### src/rtl/run_sequencer.sv
// -----------------------------------------------------------------------------
// run_sequencer
//
// Run controller that sits between the processor top level's START/DONE
// interface and the core (datapath + controlpath).
//
// It detects a START rising edge and latches a program selector. It then
// holds the core in reset for RESET_CYCLES cycles and enables it. While the
// core runs, it counts executed cycles and raises a sticky DONE when the core
// reports HALT. A new START edge during a run aborts that run and restarts
// the sequence.
//
// Optional feature (macro RUN_WATCHDOG_EN):
//   When defined, a run without HALT ends once CYCLE_COUNT reaches
//   TIMEOUT_CYCLES. DONE and TIMEOUT are set in that case.
//   When undefined, TIMEOUT is constant 0 and no comparator is built.
//
// Interface semantics:
//   START is an edge request. An event is START=1 in this cycle and START=0
//   in the previous registered cycle, so a held START yields one event.
//   PROG_SEL is sampled together with that event. HALT is a level sampled in
//   every RUN cycle. The cycle in which HALT is seen still counts as
//   executed. There is no backpressure: every event is either accepted
//   (selector in range) or dropped (selector out of range).
//
// Ports:
//   CLK          system clock, rising edge
//   RESET_N      asynchronous active-low reset
//   START        run request (rising edge sampled)
//   PROG_SEL     program index, sampled with the START edge
//   HALT         core halt indication
//   CORE_RESET   synchronous active-high reset to the core
//   CORE_EN      core clock enable (core frozen when 0)
//   START_PC     entry PC = selector * PROG_STRIDE, truncated to PC_WIDTH
//   BUSY         1 while in RESET_CORE or RUN
//   DONE         sticky run-complete flag
//   CYCLE_COUNT  RUN cycles executed in the current or last run (saturating)
//   TIMEOUT      last run was ended by the watchdog
//   dbg_state    FSM state (0 IDLE, 1 RESET_CORE, 2 RUN)
//   dbg_sel      latched program selector
// -----------------------------------------------------------------------------
module run_sequencer #(
  parameter int PC_WIDTH       = 10,
  parameter int NUM_PROGS      = 3,
  parameter int SEL_WIDTH      = 2,
  parameter int PROG_STRIDE    = 256,
  parameter int RESET_CYCLES   = 2,
  parameter int CNT_WIDTH      = 32,
  parameter int TIMEOUT_CYCLES = 1000000
) (
  input  logic                 CLK,
  input  logic                 RESET_N,
  input  logic                 START,
  input  logic [SEL_WIDTH-1:0] PROG_SEL,
  input  logic                 HALT,
  output logic                 CORE_RESET,
  output logic                 CORE_EN,
  output logic [PC_WIDTH-1:0]  START_PC,
  output logic                 BUSY,
  output logic                 DONE,
  output logic [CNT_WIDTH-1:0] CYCLE_COUNT,
  output logic                 TIMEOUT,
  output logic [1:0]           dbg_state,
  output logic [SEL_WIDTH-1:0] dbg_sel
);

  // The reset counter must be able to hold RESET_CYCLES itself.
  localparam int RST_W = (RESET_CYCLES < 2) ? 1 : $clog2(RESET_CYCLES + 1);

  typedef enum logic [1:0] {
    S_IDLE       = 2'd0,
    S_RESET_CORE = 2'd1,
    S_RUN        = 2'd2
  } state_t;

  state_t               state;
  logic                 start_q;   // START as registered in the previous cycle
  logic [SEL_WIDTH-1:0] sel_q;
  logic [RST_W-1:0]     rst_cnt;

  logic                 start_evt;
  logic                 sel_ok;
  logic                 accept;
  logic [PC_WIDTH-1:0]  pc_next;
  logic [CNT_WIDTH-1:0] cnt_next;

  assign start_evt = START & ~start_q;
  assign sel_ok    = (32'(PROG_SEL) < 32'(NUM_PROGS));
  assign accept    = start_evt & sel_ok;

  // Entry PC of the requested program. Wide product, then truncation, so that
  // strides beyond the PC range wrap just like the PC register would.
  assign pc_next = PC_WIDTH'(64'(PROG_SEL) * 64'(PROG_STRIDE));

  // Saturating increment: the counter sticks at all-ones and never wraps.
  assign cnt_next = (CYCLE_COUNT == {CNT_WIDTH{1'b1}}) ? CYCLE_COUNT
                                                       : CYCLE_COUNT + CNT_WIDTH'(1);

  assign dbg_state = state;
  assign dbg_sel   = sel_q;

`ifdef RUN_WATCHDOG_EN
  logic timeout_q;
  logic wd_hit;

  // The watchdog compares the cycles already executed. HALT seen in the same
  // cycle takes priority (see the RUN branch below).
  assign wd_hit  = (64'(CYCLE_COUNT) == 64'(TIMEOUT_CYCLES));
  assign TIMEOUT = timeout_q;
`else
  // The watchdog is not built. TIMEOUT is a constant 0, and the limit only
  // takes part in this constant expression.
  localparam bit WD_ACTIVE = 1'b0 && (TIMEOUT_CYCLES > 0);
  assign TIMEOUT = WD_ACTIVE;
`endif

  always_ff @(posedge CLK or negedge RESET_N) begin
    if (!RESET_N) begin
      state       <= S_IDLE;
      start_q     <= 1'b0;
      sel_q       <= '0;
      rst_cnt     <= '0;
      CORE_RESET  <= 1'b1;   // core stays in reset until the first run reaches RUN
      CORE_EN     <= 1'b0;
      START_PC    <= '0;
      BUSY        <= 1'b0;
      DONE        <= 1'b0;
      CYCLE_COUNT <= '0;
`ifdef RUN_WATCHDOG_EN
      timeout_q   <= 1'b0;
`endif
    end else begin
      start_q <= START;

      if (accept) begin
        // An accepted start event restarts from any state. It wins over HALT
        // in the same cycle, so an aborted run never reports DONE.
        state       <= S_RESET_CORE;
        sel_q       <= PROG_SEL;
        START_PC    <= pc_next;
        rst_cnt     <= RST_W'(RESET_CYCLES);
        CORE_RESET  <= 1'b1;
        CORE_EN     <= 1'b0;
        BUSY        <= 1'b1;
        DONE        <= 1'b0;
        CYCLE_COUNT <= '0;
`ifdef RUN_WATCHDOG_EN
        timeout_q   <= 1'b0;
`endif
      end else begin
        case (state)
          S_IDLE: begin
            // Hold everything. CORE_RESET stays low after a completed run so
            // the core state can still be inspected.
          end

          S_RESET_CORE: begin
            // The counter was loaded with RESET_CYCLES on the accepting edge.
            // Leaving on the count 1 -> 0 keeps CORE_RESET high for exactly
            // RESET_CYCLES cycles. HALT is ignored here.
            rst_cnt <= rst_cnt - RST_W'(1);
            if (rst_cnt == RST_W'(1)) begin
              state      <= S_RUN;
              CORE_RESET <= 1'b0;
              CORE_EN    <= 1'b1;
            end
          end

          S_RUN: begin
            if (HALT) begin
              // The halting cycle is itself counted.
              CYCLE_COUNT <= cnt_next;
              state       <= S_IDLE;
              CORE_EN     <= 1'b0;
              BUSY        <= 1'b0;
              DONE        <= 1'b1;
`ifdef RUN_WATCHDOG_EN
            end else if (wd_hit) begin
              // Stop with CYCLE_COUNT equal to the limit.
              state       <= S_IDLE;
              CORE_EN     <= 1'b0;
              BUSY        <= 1'b0;
              DONE        <= 1'b1;
              timeout_q   <= 1'b1;
`endif
            end else begin
              CYCLE_COUNT <= cnt_next;
            end
          end

          default: begin
            state <= S_IDLE;
          end
        endcase
      end
    end
  end

endmodule

### config.mk
export PLATFORM = sky130hd
export DESIGN_NAME = run_sequencer
export DESIGN_NICKNAME = d
export VERILOG_FILES = /design/src/rtl/run_sequencer.sv
export SDC_FILE = /design/constraint.sdc
export NUM_CORES = 1
export LEC_CHECK = 0
export ABC_AREA = 1
export CAP_MARGIN = 20
export CORE_AREA = 5 5 95 97
export DETAILED_ROUTE_END_ITERATION = 12
export DIE_AREA = 0 0 100 102
export HOLD_SLACK_MARGIN = 0.06
export SYNTH_ARGS = -nofsm -noshare
export SYNTH_HDL_FRONTEND = slang
export SYNTH_SLANG_ARGS = --single-unit
### constraint.sdc
create_clock -name CLK -period 4.3 [get_ports CLK]
set_input_delay 0.86 -clock CLK [delete_from_list [all_inputs] [get_ports CLK]]
set_output_delay 0.86 -clock CLK [all_outputs]
set_load 0.1 [all_outputs]
==> results of run 1 <==
## worst paths after layout
path                       startpoint              end  slack, ps
hold reg to reg            rst_cnt[0]       rst_cnt[0]        490
setup reg to reg              start_q  CYCLE_COUNT[17]       2210
setup / recovery           CORE_RESET       CORE_RESET       1480
max in group asynchronous     RESET_N       CORE_RESET       3260
hold / removal                RESET_N  CYCLE_COUNT[17]        480
min in group CLK           rst_cnt[0]       rst_cnt[0]        490
## through the flow
step	area (sq um)	utilization, %
final	3380	42.0
after global routing	3380	42.0
after CTS	3360	41.7
after detailed placement	3240	40.3
after global placement	3240	40.3
after floorplan	2790	-
## cell families after synthesis
kind of cell | share of synthesized area [%]
simple gates | 44.2
buf+inv | 9.14
flops | 39.0
compound gates | 3.12
xor+xnor | 3.49
fa+ha+maj | 0.905
other cells | 0.136
## per-layer routing
| layer | vias up | global-route usage [%] | wire length, um |
|---|---|---|---|
| li1 | 1301 | - | - |
| met1 | 1157 | 17.3 | 2970 |
| met2 | 93 | 24.2 | 3190 |
| met3 | 11 | 3.96 | 499 |
| met4 | 0 | 4.04 | 109 |
| met5 | - | 0 | 0 |
## flip-flops by register name (all words and copies together), names as in the netlist
signal / flops
DONE: 1
CYCLE_COUNT: 32
CORE_RESET: 1
start_q: 1
rst_cnt: 2
BUSY: 1
CORE_EN: 1
dbg_state: 2
dbg_sel: 2
## placed cells by master (no fill, tap or decap), types with 7 or more instances in the layout
master / count
nand2_1: 193
nand3_1: 8
clkdlybuf4s50_1: 46
inv_1: 25
conb_1: 9
xor2_1: 7
nand3b_1: 16
nor2_1: 44
dfrtp_1: 42
## power breakdown
part | internal (mW) | total [mW] | switching [mW]
combinational | 0.158 | 0.758 | 0.600
clock | 0.188 | 0.332 | 0.143
sequential | 0.469 | 0.527 | 0.0583
## cell type report
type	instances	area [sq um]	area share, %
clock inverter	2	35.0	1.04
tap	105	131	3.89
clock buffer	6	82.6	2.44
multi-input combinational	319	1460	43.3
sequential	43	1080	31.9
timing repair buffer	48	485	14.4
inverter	28	105	3.11
==> results.sh, run 1 <==
export IMPL_cts_root_buf="clkbuf_8"
export IMPL_rsz0062_at_grt="no"
export IMPL_syn_cell_area_sq_um=2760
export IMPL_start_util_pct=34.3
export IMPL_numCtsBuffers=5
export IMPL_synth_seq_cells=43
export IMPL_final_layout_size_suffix_gt1_share_pct=6.05
export IMPL_cts_max_level=2
export IMPL_cts_num_sinks=43
export IMPL_die_y_um=102
export IMPL_finalPower_mw=1.62
export IMPL_cap_violations=0
export IMPL_ys_top_cells_by_area="dfrtp_1 (38%), nand2_1 (26%), nor2_1 (6.0%), nand3b_1 (4.3%), inv_1 (3.4%)"
export IMPL_cts_repair_resized=0
export IMPL_fin_tns_setup_ps=0
export IMPL_clockBufferDepth=2
export IMPL_synth_cells=400
export IMPL_setup_viol=0
export IMPL_grt_pass1_wl_um=11700
export IMPL_critical_path_max_stage_delay_ps=1130
export IMPL_slew_headroom_pct=33.5
export IMPL_p_leak_nw=1.62
export IMPL_final_max_slew_viol_count=0
export IMPL_ys_seq_area_share_pct=39.0
export IMPL_routed_wl_um=6770
export IMPL_place_worst_setup_slack_ps=1240
export IMPL_start_kind="register"
export IMPL_fin_cells=551
export IMPL_drc_errors=0
export IMPL_period_share_pct=65.7
export IMPL_die_area_sq_um=10200
export IMPL_path_depth=1
export IMPL_ioPinCount=57
export IMPL_postRouteAntennaNets=0
export IMPL_clk_pin_slew_ps=90
export IMPL_ff2ff_path_depth=7
export IMPL_nFillCells=864
export IMPL_cts_tree="done"
export IMPL_areaGrowthSynthToFinish_pct=22.3
export IMPL_grt_pass1_vias=2522
export IMPL_dp_cells=542
export IMPL_clk_latency_ps=290
export IMPL_hp_class="in2async"
export IMPL_endpoint_kind="output pin"
export IMPL_grt_max_degree=44
export IMPL_globalplace_congestion=0.866
export IMPL_synthDistinctLibCells=31
export IMPL_tightest_slew_ps=994
export IMPL_cp_buffers_inverters=1
export IMPL_fmax_mhz=354
export IMPL_io_buffers=47
export IMPL_cts_hold_buf=0
export IMPL_cts_setup_buffers=0
export IMPL_dr_pass1_iters=4
export IMPL_path_class="reg2out"
export IMPL_synth_main_ff_cell="dfrtp_1"
export IMPL_cpLargestDelayFamily="buffers and inverters"
export IMPL_nets=453
export IMPL_cp_arrival_ps=1960
export IMPL_clock_skew_ps=11.1
export IMPL_crit_path_max_fanout=2
export IMPL_slowest_stage="clkdlybuf4s50_1"
export IMPL_grtUsageTotal_pct=14.1
export IMPL_wl_per_cell_um=12.3
export IMPL_peakVddDrop_v=0.000547
export IMPL_dr_total_vias=2562
export IMPL_synth_async_reset_ratio_pct=100
export IMPL_yosysWarnings=0
export IMPL_yosysMostFrequentCell="nand2_1"
export IMPL_synth_top_area_share_pct=38.0
export IMPL_avgSynthCellArea_sq_um=6.91
export IMPL_whs_ps=478
export IMPL_fp_row_count=33
export IMPL_status="complete, no violations"
export IMPL_grt_overflow_total=0
export IMPL_avgViaCountPerCell=4.65
export IMPL_dp_hpwl_um=4920
export IMPL_cp_required_ps=3440
export IMPL_first_iter_violations=79
export IMPL_cp_cell_sequence="clkdlybuf4s50_1"
export IMPL_synth_area_leader_cell="dfrtp_1"
export IMPL_antenna_cells=0
export IMPL_worst_slack_ps=1480
export IMPL_synth_edf_count=0
export IMPL_fp_dieW_um=100
export IMPL_powerDensity_nw_per_um2=478
export IMPL_core_area_sq_um=8050
export IMPL_final_hold_viol_count=0
export IMPL_finalCriticalPeriod_ps=2820
export IMPL_antenna_found_initial=0
export IMPL_synth_common_cells="nand2_1 (193), nor2_1 (44), dfrtp_1 (42)"
(Power assumes the default switching activity.)
==> run 2, diff against run 1 <==
==> constraint.sdc (replaced) <==
create_clock -name CLK -period 2.9 [get_ports CLK]
set_input_delay 0.58 -clock CLK [delete_from_list [all_inputs] [get_ports CLK]]
set_output_delay 0.58 -clock CLK [all_outputs]
set_load 0.1 [all_outputs]
==> run 2 against run 1 <==
  * Worst hold slack lost 310 ps
  * Via count up 0.70%
  * Critical path depth grew 6
  * Total power increased by 44%
  * Sequential share of layout area grew 1.0 points
  * Count of clock-buffer cells in the layout is 1 higher
  * Largest cell class unchanged
==> results.sh, run 2 (same netlist as run 1, synthesis figures left out) <==
export IMPL_fp_dieW_um=100
export IMPL_status="complete, no violations"
export IMPL_p_leak_nw=1.69
export IMPL_postRouteAntennaNets=0
export IMPL_grtUsageTotal_pct=14.3
export IMPL_final_cell_mix="nand2_1 (193), nor2_1 (44), buf_4 (44)"
export IMPL_fin_area_sq_um=3280
export IMPL_dr_pass1_iters=4
export IMPL_routed_wl_um=6960
export IMPL_fp_row_count=33
export IMPL_grt_pass1_wl_um=11800
export IMPL_antenna_found_initial=0
export IMPL_top_layer_used="met4"
export IMPL_core_area_sq_um=8050
export IMPL_first_iter_violations=80
export IMPL_cts_tree="done"
export IMPL_areaGrowthSynthToFinish_pct=18.6
export IMPL_dpl_cell_area_sq_um=3150
export IMPL_clock_skew_ps=8.35
export IMPL_final_layout_size_suffix_gt1_share_pct=15.8
export IMPL_dr_total_vias=2580
export IMPL_setup_viol=0
export IMPL_top_register="CYCLE_COUNT"
export IMPL_cts_repair_resized=0
export IMPL_final_common_cell="nand2_1"
export IMPL_final_max_slew_viol_count=0
export IMPL_period_share_pct=71.6
export IMPL_met1_length_um=3190
export IMPL_io_buffers=47
export IMPL_dp_hpwl_um=5130
export IMPL_cts_max_level=2
export IMPL_nets=455
export IMPL_dr_wl_met2_um=3250
export IMPL_clk_latency_ps=300
export IMPL_path_class="in2reg"
export IMPL_die_y_um=102
export IMPL_antenna_cells=0
export IMPL_wl_per_cell_um=12.6
export IMPL_powerDensity_nw_per_um2=710
export IMPL_cts_root_buf="clkbuf_8"
export IMPL_largest_reg_flops=32
export IMPL_grt_pass1_vias=2449
export IMPL_cts_hold_buf=0
export IMPL_grt_overflow_total=0
export IMPL_numCtsBuffers=5
export IMPL_cp_required_ps=3140
export IMPL_rsz0062_at_grt="no"
export IMPL_cp_arrival_ps=2320
export IMPL_final_hold_viol_count=0
export IMPL_avgViaCountPerCell=4.67
export IMPL_start_kind="input pin"
export IMPL_drc_errors=0
export IMPL_clockBufferDepth=2
export IMPL_endpoint_kind="register"
export IMPL_cts_setup_buffers=0
export IMPL_peakVddDrop_v=0.000944
export IMPL_clk_pin_slew_ps=90
export IMPL_crit_path_max_fanout=23
export IMPL_ioPinCount=57
export IMPL_die_area_sq_um=10200
export IMPL_fmax_mhz=482
export IMPL_finalCriticalPeriod_ps=2080
export IMPL_cts_num_sinks=43
export IMPL_start_util_pct=34.3
export IMPL_cap_violations=0
export IMPL_wl_met3_um=455
export IMPL_fin_tns_setup_ps=0
export IMPL_globalplace_congestion=0.825
export IMPL_grt_max_degree=44
export IMPL_hp_class="in2async"
## run 2: cell types whose count changed in the layout (fill, tap and decap cells not counted), sizes merged
cell / before / now
clkinv: 2 / 1
bufinv: 1 / 0
buf: 2 / 46
clkinvlp: 0 / 1
clkdlybuf4s50: 46 / 4
clkbuf: 6 / 7
## run 2: per-layer routing
layer | vias to the layer above | GRT usage, %
met5 | - | 0
met4 | 0 | 4.46
met3 | 6 | 3.55
met2 | 71 | 23.6
met1 | 1191 | 18.6
li1 | 1312 | -
## run 2: per-stage QoR
| step | hold WS (ps) | total power, mW | utilization, % | instances | setup slack, ps |
|---|---|---|---|---|---|
| after floorplan | 284 | 1.71 | - | 408 | 544 |
| after global placement | 474 | 1.89 | 39.2 | 544 | 562 |
| after detailed placement | 480 | 1.90 | 39.2 | 544 | 481 |
| after CTS | 469 | 2.35 | 40.5 | 552 | 804 |
| after global routing | 181 | 2.45 | 40.7 | 553 | 673 |
| final | 169 | 2.33 | 40.7 | 553 | 824 |
## run 2: path summary, 6_finish.rpt
path / from / end / slack (ps) / cells after the start
min: RESET_N / CYCLE_COUNT[17] / 170 / 1
min reg2reg: rst_cnt[0] / rst_cnt[0] / 490 / 1
max reg2reg: CYCLE_COUNT[0] / CYCLE_COUNT[27] / 1020 / 9
max in group asynchronous: RESET_N / CORE_RESET / 2190 / 2
min in group CLK: rst_cnt[0] / rst_cnt[0] / 490 / 1
max: START / CYCLE_COUNT[17] / 820 / 7
## run 2: critical path, cell delays in order
cell	delay [ps]
clkdlybuf4s50_1	490
nand3_2	260
o21ai_1	330
nand3_1	140
inv_2	320
nand2_1	100
nand2_1	80
## run 2: power breakdown
group	total [mW]	internal (mW)	switching, mW
sequential	0.782	0.695	0.0877
combinational	1.10	0.212	0.892
clock	0.439	0.217	0.222
total	2.33	1.12	1.20
## run 2: area by class of cell
type / instances / area (sq um)
Clock buffer: 7 / 96.3
Clock inverter: 1 / 7.51
Fill cell: 866 / 4770
Inverter: 28 / 105
Multi-Input combinational cell: 319 / 1460
Sequential cell: 43 / 1080
Tap cell: 105 / 131
Timing Repair Buffer: 50 / 395
